--- src/rtl/decoder_pkg.sv ---
// Shared types and constants for the 4-to-10 one-hot decode path.
package decoder_pkg;

  localparam int unsigned CODE_W    = 4;
  localparam int unsigned NUM_LINES = 10;
  localparam int unsigned MAX_CODE  = 9;

  typedef enum logic {
    IDLE = 1'b0,
    HOLD = 1'b1
  } dec_state_e;

endpackage

--- src/rtl/onehot_lut_4to10.sv ---
// Combinational code-to-line lookup; codes above MAX_CODE give no line.
module onehot_lut_4to10
  import decoder_pkg::*;
(
  input  logic [CODE_W-1:0]    code_i,
  output logic [NUM_LINES-1:0] onehot_o,
  output logic                 code_ok_o
);

  always_comb begin
    onehot_o  = '0;
    code_ok_o = 1'b1;
    case (code_i)
      4'd0:    onehot_o = 10'b00_0000_0001;
      4'd1:    onehot_o = 10'b00_0000_0010;
      4'd2:    onehot_o = 10'b00_0000_0100;
      4'd3:    onehot_o = 10'b00_0000_1000;
      4'd4:    onehot_o = 10'b00_0001_0000;
      4'd5:    onehot_o = 10'b00_0010_0000;
      4'd6:    onehot_o = 10'b00_0100_0000;
      4'd7:    onehot_o = 10'b00_1000_0000;
      4'd8:    onehot_o = 10'b01_0000_0000;
      4'd9:    onehot_o = 10'b10_0000_0000;
      default: code_ok_o = 1'b0;
    endcase
  end

endmodule

--- src/rtl/decoder_4to10_hold.sv ---
// Registered 4-to-10 decoder: holds each line for HOLD_CYCLES,
// rejects codes 10-15 and counts them in a saturating counter.
module decoder_4to10_hold
  import decoder_pkg::*;
#(
  parameter int unsigned HOLD_CYCLES = 4,
  parameter int unsigned ERR_CNT_W   = 8
) (
  input  logic                 clk,
  input  logic                 rst,
  input  logic                 in_valid,
  output logic                 in_ready,
  input  logic [CODE_W-1:0]    in_code,
  output logic [NUM_LINES-1:0] out_onehot,
  output logic                 out_valid,
  output logic                 err,
  input  logic                 err_clr,
  output logic [ERR_CNT_W-1:0] err_count
);

  localparam logic [7:0] HOLD_LD = 8'(HOLD_CYCLES - 1);
  localparam logic [ERR_CNT_W-1:0] ERR_MAX = '1;

  dec_state_e           state_q, state_d;
  logic [7:0]           cnt_q, cnt_d;
  logic [NUM_LINES-1:0] line_q, line_d;
  logic                 vld_q, vld_d;
  logic                 err_q, err_d;
  logic [ERR_CNT_W-1:0] ecnt_q, ecnt_d;

  logic [NUM_LINES-1:0] lut_line;
  logic                 lut_ok;
  logic                 accept;
  logic [ERR_CNT_W-1:0] ecnt_base;

  onehot_lut_4to10 u_lut (
    .code_i    (in_code),
    .onehot_o  (lut_line),
    .code_ok_o (lut_ok)
  );

  assign in_ready = (state_q == IDLE) && !rst;
  assign accept   = in_valid && in_ready;

  always_comb begin
    state_d = state_q;
    cnt_d   = cnt_q;
    line_d  = line_q;
    vld_d   = vld_q;
    err_d   = accept && !lut_ok;
    unique case (state_q)
      IDLE: begin
        if (accept && lut_ok) begin
          state_d = HOLD;
          cnt_d   = HOLD_LD;
          line_d  = lut_line;
          vld_d   = 1'b1;
        end
      end
      HOLD: begin
        if (cnt_q == 8'd0) begin
          state_d = IDLE;
          line_d  = '0;
          vld_d   = 1'b0;
        end else begin
          cnt_d = cnt_q - 8'd1;
        end
      end
      default: state_d = IDLE;
    endcase
  end

  // Clear takes effect before the increment of the same cycle.
  always_comb begin
    ecnt_base = err_clr ? '0 : ecnt_q;
    ecnt_d    = ecnt_base;
    if (accept && !lut_ok && ecnt_base != ERR_MAX)
      ecnt_d = ecnt_base + 1'b1;
  end

  always_ff @(posedge clk) begin
    if (rst) begin
      state_q <= IDLE;
      cnt_q   <= '0;
      line_q  <= '0;
      vld_q   <= 1'b0;
      err_q   <= 1'b0;
      ecnt_q  <= '0;
    end else begin
      state_q <= state_d;
      cnt_q   <= cnt_d;
      line_q  <= line_d;
      vld_q   <= vld_d;
      err_q   <= err_d;
      ecnt_q  <= ecnt_d;
    end
  end

  assign out_onehot = line_q;
  assign out_valid  = vld_q;
  assign err        = err_q;
  assign err_count  = ecnt_q;

endmodule

--- config.mk ---
export PLATFORM = sky130hd
export DESIGN_NAME = decoder_4to10_hold
export DESIGN_NICKNAME = d
export VERILOG_FILES = /design/src/rtl/decoder_pkg.sv /design/src/rtl/onehot_lut_4to10.sv /design/src/rtl/decoder_4to10_hold.sv
export SDC_FILE = /design/constraint.sdc
export NUM_CORES = 1
export LEC_CHECK = 0
export ABC_AREA = 1
export CAP_MARGIN = 20
export CELL_PAD_IN_SITES_DETAIL_PLACEMENT = 1
export CELL_PAD_IN_SITES_GLOBAL_PLACEMENT = 1
export CORE_MARGIN = 10
export CORE_UTILIZATION = 30
export DETAILED_ROUTE_END_ITERATION = 7
export GPL_TIMING_DRIVEN = 0
export HOLD_SLACK_MARGIN = 0.12
export MAX_ROUTING_LAYER = met4
export PLACE_DENSITY_LB_ADDON = 0.3
export SLEW_MARGIN = 20
export SYNTH_ARGS = -nofsm -noshare
export SYNTH_HDL_FRONTEND = slang
export SYNTH_SLANG_ARGS = --single-unit
--- constraint.sdc ---
create_clock -name clk -period 2 [get_ports clk]
set_input_delay 0.5 -clock clk [delete_from_list [all_inputs] [get_ports clk]]
set_output_delay 0.5 -clock clk [all_outputs]
set_load 0.005 [all_outputs]
==> flow_metrics.tcl, run 1 <==
set metrics [dict create \
    fin_hold_ws_ns 0.463 \
    reg2reg_to "cnt_q[7]" \
    final-setup-viol-count 0 \
    endpoint_kind "register" \
    path_cells "dlygate4sd2_1 -> nor2_2 -> ha_1 -> inv_1 -> nor3_4 -> nand2_2 -> nand2_4 -> inv_2 -> o21ai_1 -> nor2_1" \
    htreeDepth 2 \
    row_count 25 \
    crit_fanout 6 \
    cts_buffers 5 \
    clk_latency_ns 0.29 \
    setup_tns_ns 0 \
    drt-pass1-iter-count 4 \
    cpPeakStageDelay_ns 0.32 \
    ys_ff_latch 29 \
    dpl.hpwl_um 3200 \
    final_hold_viol_count 0 \
    drt_iter0_markers 39 \
    crit_end "err_count[0]" \
    vias_per_cell 4.53 \
    wirelength_um 4190 \
    synth_top_area_share_pct 38.8 \
    diodes 0 \
    slew_violations 0 \
    ys_top_cells_by_area "dfxtp_1 (39%), nand2_1 (14%), nor2_1 (9.5%)" \
    fin_skew_ns 0.00982 \
    yosysTopAreaCell "dfxtp_1" \
    vias 1481 \
    start_util_pct 31.3 \
    grt_pass1_vias 1572 \
    fin_crit_ns 1.82 \
    synth_nets 232 \
    peakVddDrop_mv 0.288 \
    core_um2 4790 \
    timing.fmax_ghz 0.549 \
    clkTransAtPathRegs_ns 0.07 \
    crit_type "primary input to register" \
    postPlaceCellArea_um2 1860 \
    grt_pass1_wl_um 7250 \
    grt.total_usage_pct 10.9 \
    grt_max_degree 11 \
    ioPinCount 29 \
    syn_area_um2 1500 \
    powerDensity_nw_per_um2 634 \
    hold_path.class "register to register" \
    cap_violations 0 \
    syn_avg_cell_area_um2 6.77 \
    run_status "finished, final reports clean" \
    ff2ff_setup_slack_ns 0.34 \
    finalPower_w 0.00125 \
    synth_warnings 0 \
    cp-start-kind "primary input" \
    cp_slowest_cell "dlygate4sd2_1" \
    grt_overflow 0 \
    drc 0 \
    syn_to_final_growth_pct 31.9 \
    seq_area_frac_synth_pct 38.8 \
    die_w_um 90.6 \
    slew_headroom_pct 60.1 \
    grt_antenna_before_repair 0 \
    rsz0062_at_grt "false" \
    hold_buffers 0 \
    worstPathArrival_ns 1.99 \
    drive_gt1_share_pct 12.7 \
    layout.nets 270 \
    dieArea_um2 8210 \
    power.leakage_nw 0.763 \
    avgRoutedWirePerCell_um 12.8 \
    ant_nets 0 \
    cts_buffer_depth 2 \
    reg2reg_from "cnt_q[0]" \
    numClockSinks 29 \
    fin_crit_sh_pct 91.1 \
    routabilityCongestion 0.816 \
    cts_tree "done" \
    worst_pin_slew_ns 0.595 \
    io_buffers 28 \
    ys_types 24 \
    required_ns 2.17 \
    hold_path_depth 2 \
    final_area_um2 1970 \
    chipHeight_um 90.6 \
    rr_worst_depth 8 \
    startpoint "err_clr" \
    cts_root_buffer "clkbuf_8" \
    syn_inst 221 \
]
per-stage QoR:
step                setup WS (ns)  cells  utilization (%)
finish                      0.178    327             41.3
global route               0.0231    327             41.3
CTS                        0.0102    324             40.7
detailed placement         -0.475    316             38.9
global placement           -0.436    316             38.9
floorplan                   0.370    221                -
registers in the layout, summed over array words and instances (netlist names):
name and flops:
err 1, state_q 1, cnt_q 8, out_valid 1
err_count 8, out_onehot 10
cell type report:
class,instances,area (um^2)
clock buffers,5,68.8
well taps,67,83.8
fillers,638,2810
repair buffers,31,297
plain buffers,3,18.8
clock inverters,3,17.5
multi-input cells,164,815
inverters,25,93.8
flip-flops and latches,29,581
synthesized netlist by cell type:
| cell | n |
|---|---|
| nand2_1 | 55 |
| nor2_1 | 38 |
| dfxtp_1 | 29 |
| a21oi_1 | 21 |
| inv_1 | 21 |
| nand3_1 | 14 |
| nor3_1 | 6 |
| inv_2 | 4 |
| nand2_2 | 4 |
| nand4_1 | 4 |
| o21ai_0 | 4 |
| ha_1 | 3 |
| nor2_2 | 3 |
| clkbuf_1 | 2 |
| nor2_4 | 2 |
| xnor2_1 | 2 |
| xor2_1 | 2 |
| a21oi_2 | 1 |
| buf_6 | 1 |
| nand2_4 | 1 |
| nand3_2 | 1 |
| nor2_8 | 1 |
| nor3_2 | 1 |
| o21ai_1 | 1 |
routing by layer:
metal	wire length (um)	global-route usage, %
met1	1960	12.2
met2	2040	17.8
met3	154	3.74
met4	44	3.18
met5	0	-
repair_timing:
item,4_1_cts,5_1_grt
gates resized for setup,3,5
buffers inserted,0,3
pin swaps,0,2
gates cloned,0,0
setup endpoints to repair,9,3
how the worst min path moves through the flow:
stage	to	start
after floorplan	out_valid	out_valid
after global routing	out_onehot[5]	out_onehot[5]
after detailed placement	out_onehot[7]	out_onehot[7]
after global placement	out_onehot[3]	out_onehot[3]
final	out_onehot[7]	out_onehot[7]
after CTS	out_onehot[7]	out_onehot[7]
cell usage in the layout, fill, tap and decap left out, types with 3 or more instances in the layout:
cell type | synthesis | routed
nand2_2 | 4 | 4
nor2_2 | 3 | 5
clkbuf_8 | 0 | 5
nor3_1 | 6 | 6
buf_4 | 0 | 3
o21ai_0 | 4 | 3
nor2_1 | 38 | 36
clkdlybuf4s50_1 | 0 | 26
a21oi_1 | 21 | 21
nand3_1 | 14 | 14
inv_2 | 4 | 4
ha_1 | 3 | 3
nand4_1 | 4 | 4
inv_1 | 21 | 21
dfxtp_1 | 29 | 29
nand2_1 | 55 | 55
cell families (layout without fill, tap and decap cells):
logic type,count (synthesis),in the layout,synth area share [%]
and+or+nand+nor,130,130,39.5
AOI/OAI and AO/OA,27,27,9.28
DFF,29,29,38.8
adders and majority gates,3,3,2.51
xor gates and xnor gates,4,4,2.34
buffers and inverters,28,67,7.53
power breakdown:
group,internal (W),switching (W)
Combinational,0.0000675,0.000107
Sequential,0.000588,0.00000769
Clock,0.000240,0.000242
Total,0.000895,0.000357
critical path, delay by kind of cell:
family | cells | cell delay [ns]
compound gates | 1 | 0.12
fa+ha+maj | 1 | 0.21
buf+inv | 3 | 0.49
simple gates | 5 | 0.68
Power figures use the tool's default switching activity.
==> inputs of run 2 (changes only) <==
CORE_UTILIZATION = 36   (was 30)
==> flow_metrics.tcl, run 2 (synthesis gave the netlist of run 1 again) <==
set metrics [dict create \
    run_status "finished, final reports clean" \
    chipHeight_um 84.5 \
    start_util_pct 37.4 \
    cts_buffer_depth 2 \
    powerDensity_nw_per_um2 648 \
    cp-start-kind "primary input" \
    required_ns 2.17 \
    grt_pass1_vias 1665 \
    hold_path.class "register to register" \
    avgRoutedWirePerCell_um 13.9 \
    row_count 23 \
    post-route-util_pct 48.6 \
    ant_nets 0 \
    final-setup-viol-count 0 \
    slew_headroom_pct 63.6 \
    peakVddDrop_mv 0.454 \
    layout.nets 269 \
    routabilityCongestion 0.783 \
    drc 0 \
    fin_ws_ns 0.129 \
    power.leakage_nw 0.741 \
    worstPathArrival_ns 2.04 \
    slew_violations 0 \
    grt_overflow 0 \
    fill_cells 528 \
    path_cells "dlygate4sd2_1 -> nor2_2 -> ha_1 -> inv_1 -> nor3_2 -> nand2_2 -> nand2_4 -> inv_2 -> o21ai_1 -> nor2_1" \
    crit_fanout 6 \
    drt_iter0_markers 52 \
    crit_type "primary input to register" \
    clkTransAtPathRegs_ns 0.06 \
    finalPower_w 0.00126 \
    grt.total_usage_pct 12.7 \
    seqCellArea_um2 581 \
    cap_violations 0 \
    timing.fmax_ghz 0.535 \
    fin_crit_sh_pct 93.5 \
    endpoint_kind "register" \
    largest_register_ff_count 10 \
    fin_skew_ns 0.00623 \
    mostFrequentLayoutCells "nand2_1 (55), nor2_1 (36), dfxtp_1 (29)" \
    fin_crit_ns 1.87 \
    ioPinCount 29 \
    cp_slowest_cell "dlygate4sd2_1" \
    io_buffers 28 \
    numClockSinks 29 \
    path_buf_inv 3 \
    rsz0062_at_grt "false" \
    die_w_um 84.5 \
    drive_gt1_share_pct 11.6 \
    final_area_um2 1940 \
    grt_max_degree 11 \
    vias_per_cell 4.95 \
    diodes 0 \
    wirelength_um 4290 \
    worst_pin_slew_ns 0.543 \
    placed_cells 299 \
    clk_latency_ns 0.28 \
    cp_top_family "simple AND/OR/NAND/NOR gates" \
    grt_pass1_wl_um 7330 \
    htreeDepth 2 \
    syn_to_final_growth_pct 29.9 \
    core_um2 4000 \
    final_hold_viol_count 0 \
    dpl.hpwl_um 3310 \
    multi_input_area_um2 813 \
    cpPeakStageDelay_ns 0.34 \
    grt_antenna_before_repair 0 \
    cts_root_buffer "clkbuf_8" \
    vias 1525 \
    final_common_cell "nand2_1" \
    dieArea_um2 7140 \
    pre_cts_ws_ns -0.507 \
    postPlaceCellArea_um2 1840 \
    cts_tree "done" \
    cts_buffers 5 \
    finalNonFillerCells 308 \
    drt-pass1-iter-count 4 \
]
-- run 2: area by class of cell --
| class | count | area share (%) |
|---|---|---|
| multi-input combinational | 164 | 41.8 |
| inverter | 25 | 4.83 |
| buffer | 3 | 0.965 |
| timing repair buffer | 30 | 14.9 |
| sequential | 29 | 29.9 |
| clock buffer | 7 | 4.44 |
| tap | 50 | 3.22 |
-- run 2: what timing repair did --
item	in CTS	in global routing
hold buffers	0	0
buffers inserted	0	2
gates resized for setup	4	4
pin swaps	0	1
cloned	0	0
setup endpoints to repair	9	3
-- run 2: routing by layer --
layer	GRT usage, %	wire length (um)	up-vias
li1	-	-	779
met1	13.2	1840	715
met2	21.2	2140	23
met3	4.73	235	8
met4	5.54	71	0
met5	-	0	-
-- run 2: final timing paths --
| check | startpoint | to | slack [ns] | depth (start not counted) |
|---|---|---|---|---|
| setup / recovery | err_clr | err_count[0] | 0.13 | 10 |
| hold / removal | out_onehot[0] | out_onehot[0] | 0.47 | 2 |
| setup reg to reg | cnt_q[0] | cnt_q[7] | 0.32 | 8 |
| hold reg to reg | out_onehot[0] | out_onehot[0] | 0.47 | 2 |
-- run 2: power breakdown --
part	switching, W	total [W]	internal (W)
registers	0.00000827	0.000597	0.000589
clock network	0.000213	0.000485	0.000272
logic	0.000109	0.000178	0.0000690
-- run 2: through the flow --
step | setup TNS [ns] | hold slack, ns
6_report | 0 | 0.467
5_1_grt | 0 | 0.484
4_1_cts | 0 | 0.468
3_5_place_dp | -4.15 | 0.456
3_3_place_gp | -3.07 | 0.450
2_1_floorplan | 0 | 0.449
-- run 2: tightest hold or removal path: cells and delay by family, from the launching register on --
kind | cells | cell delay (ns)
AND/OR/NAND/NOR | 1 | 0.06
AO/OA/AOI/OAI | 1 | 0.05
flip-flops | 1 | 0.31
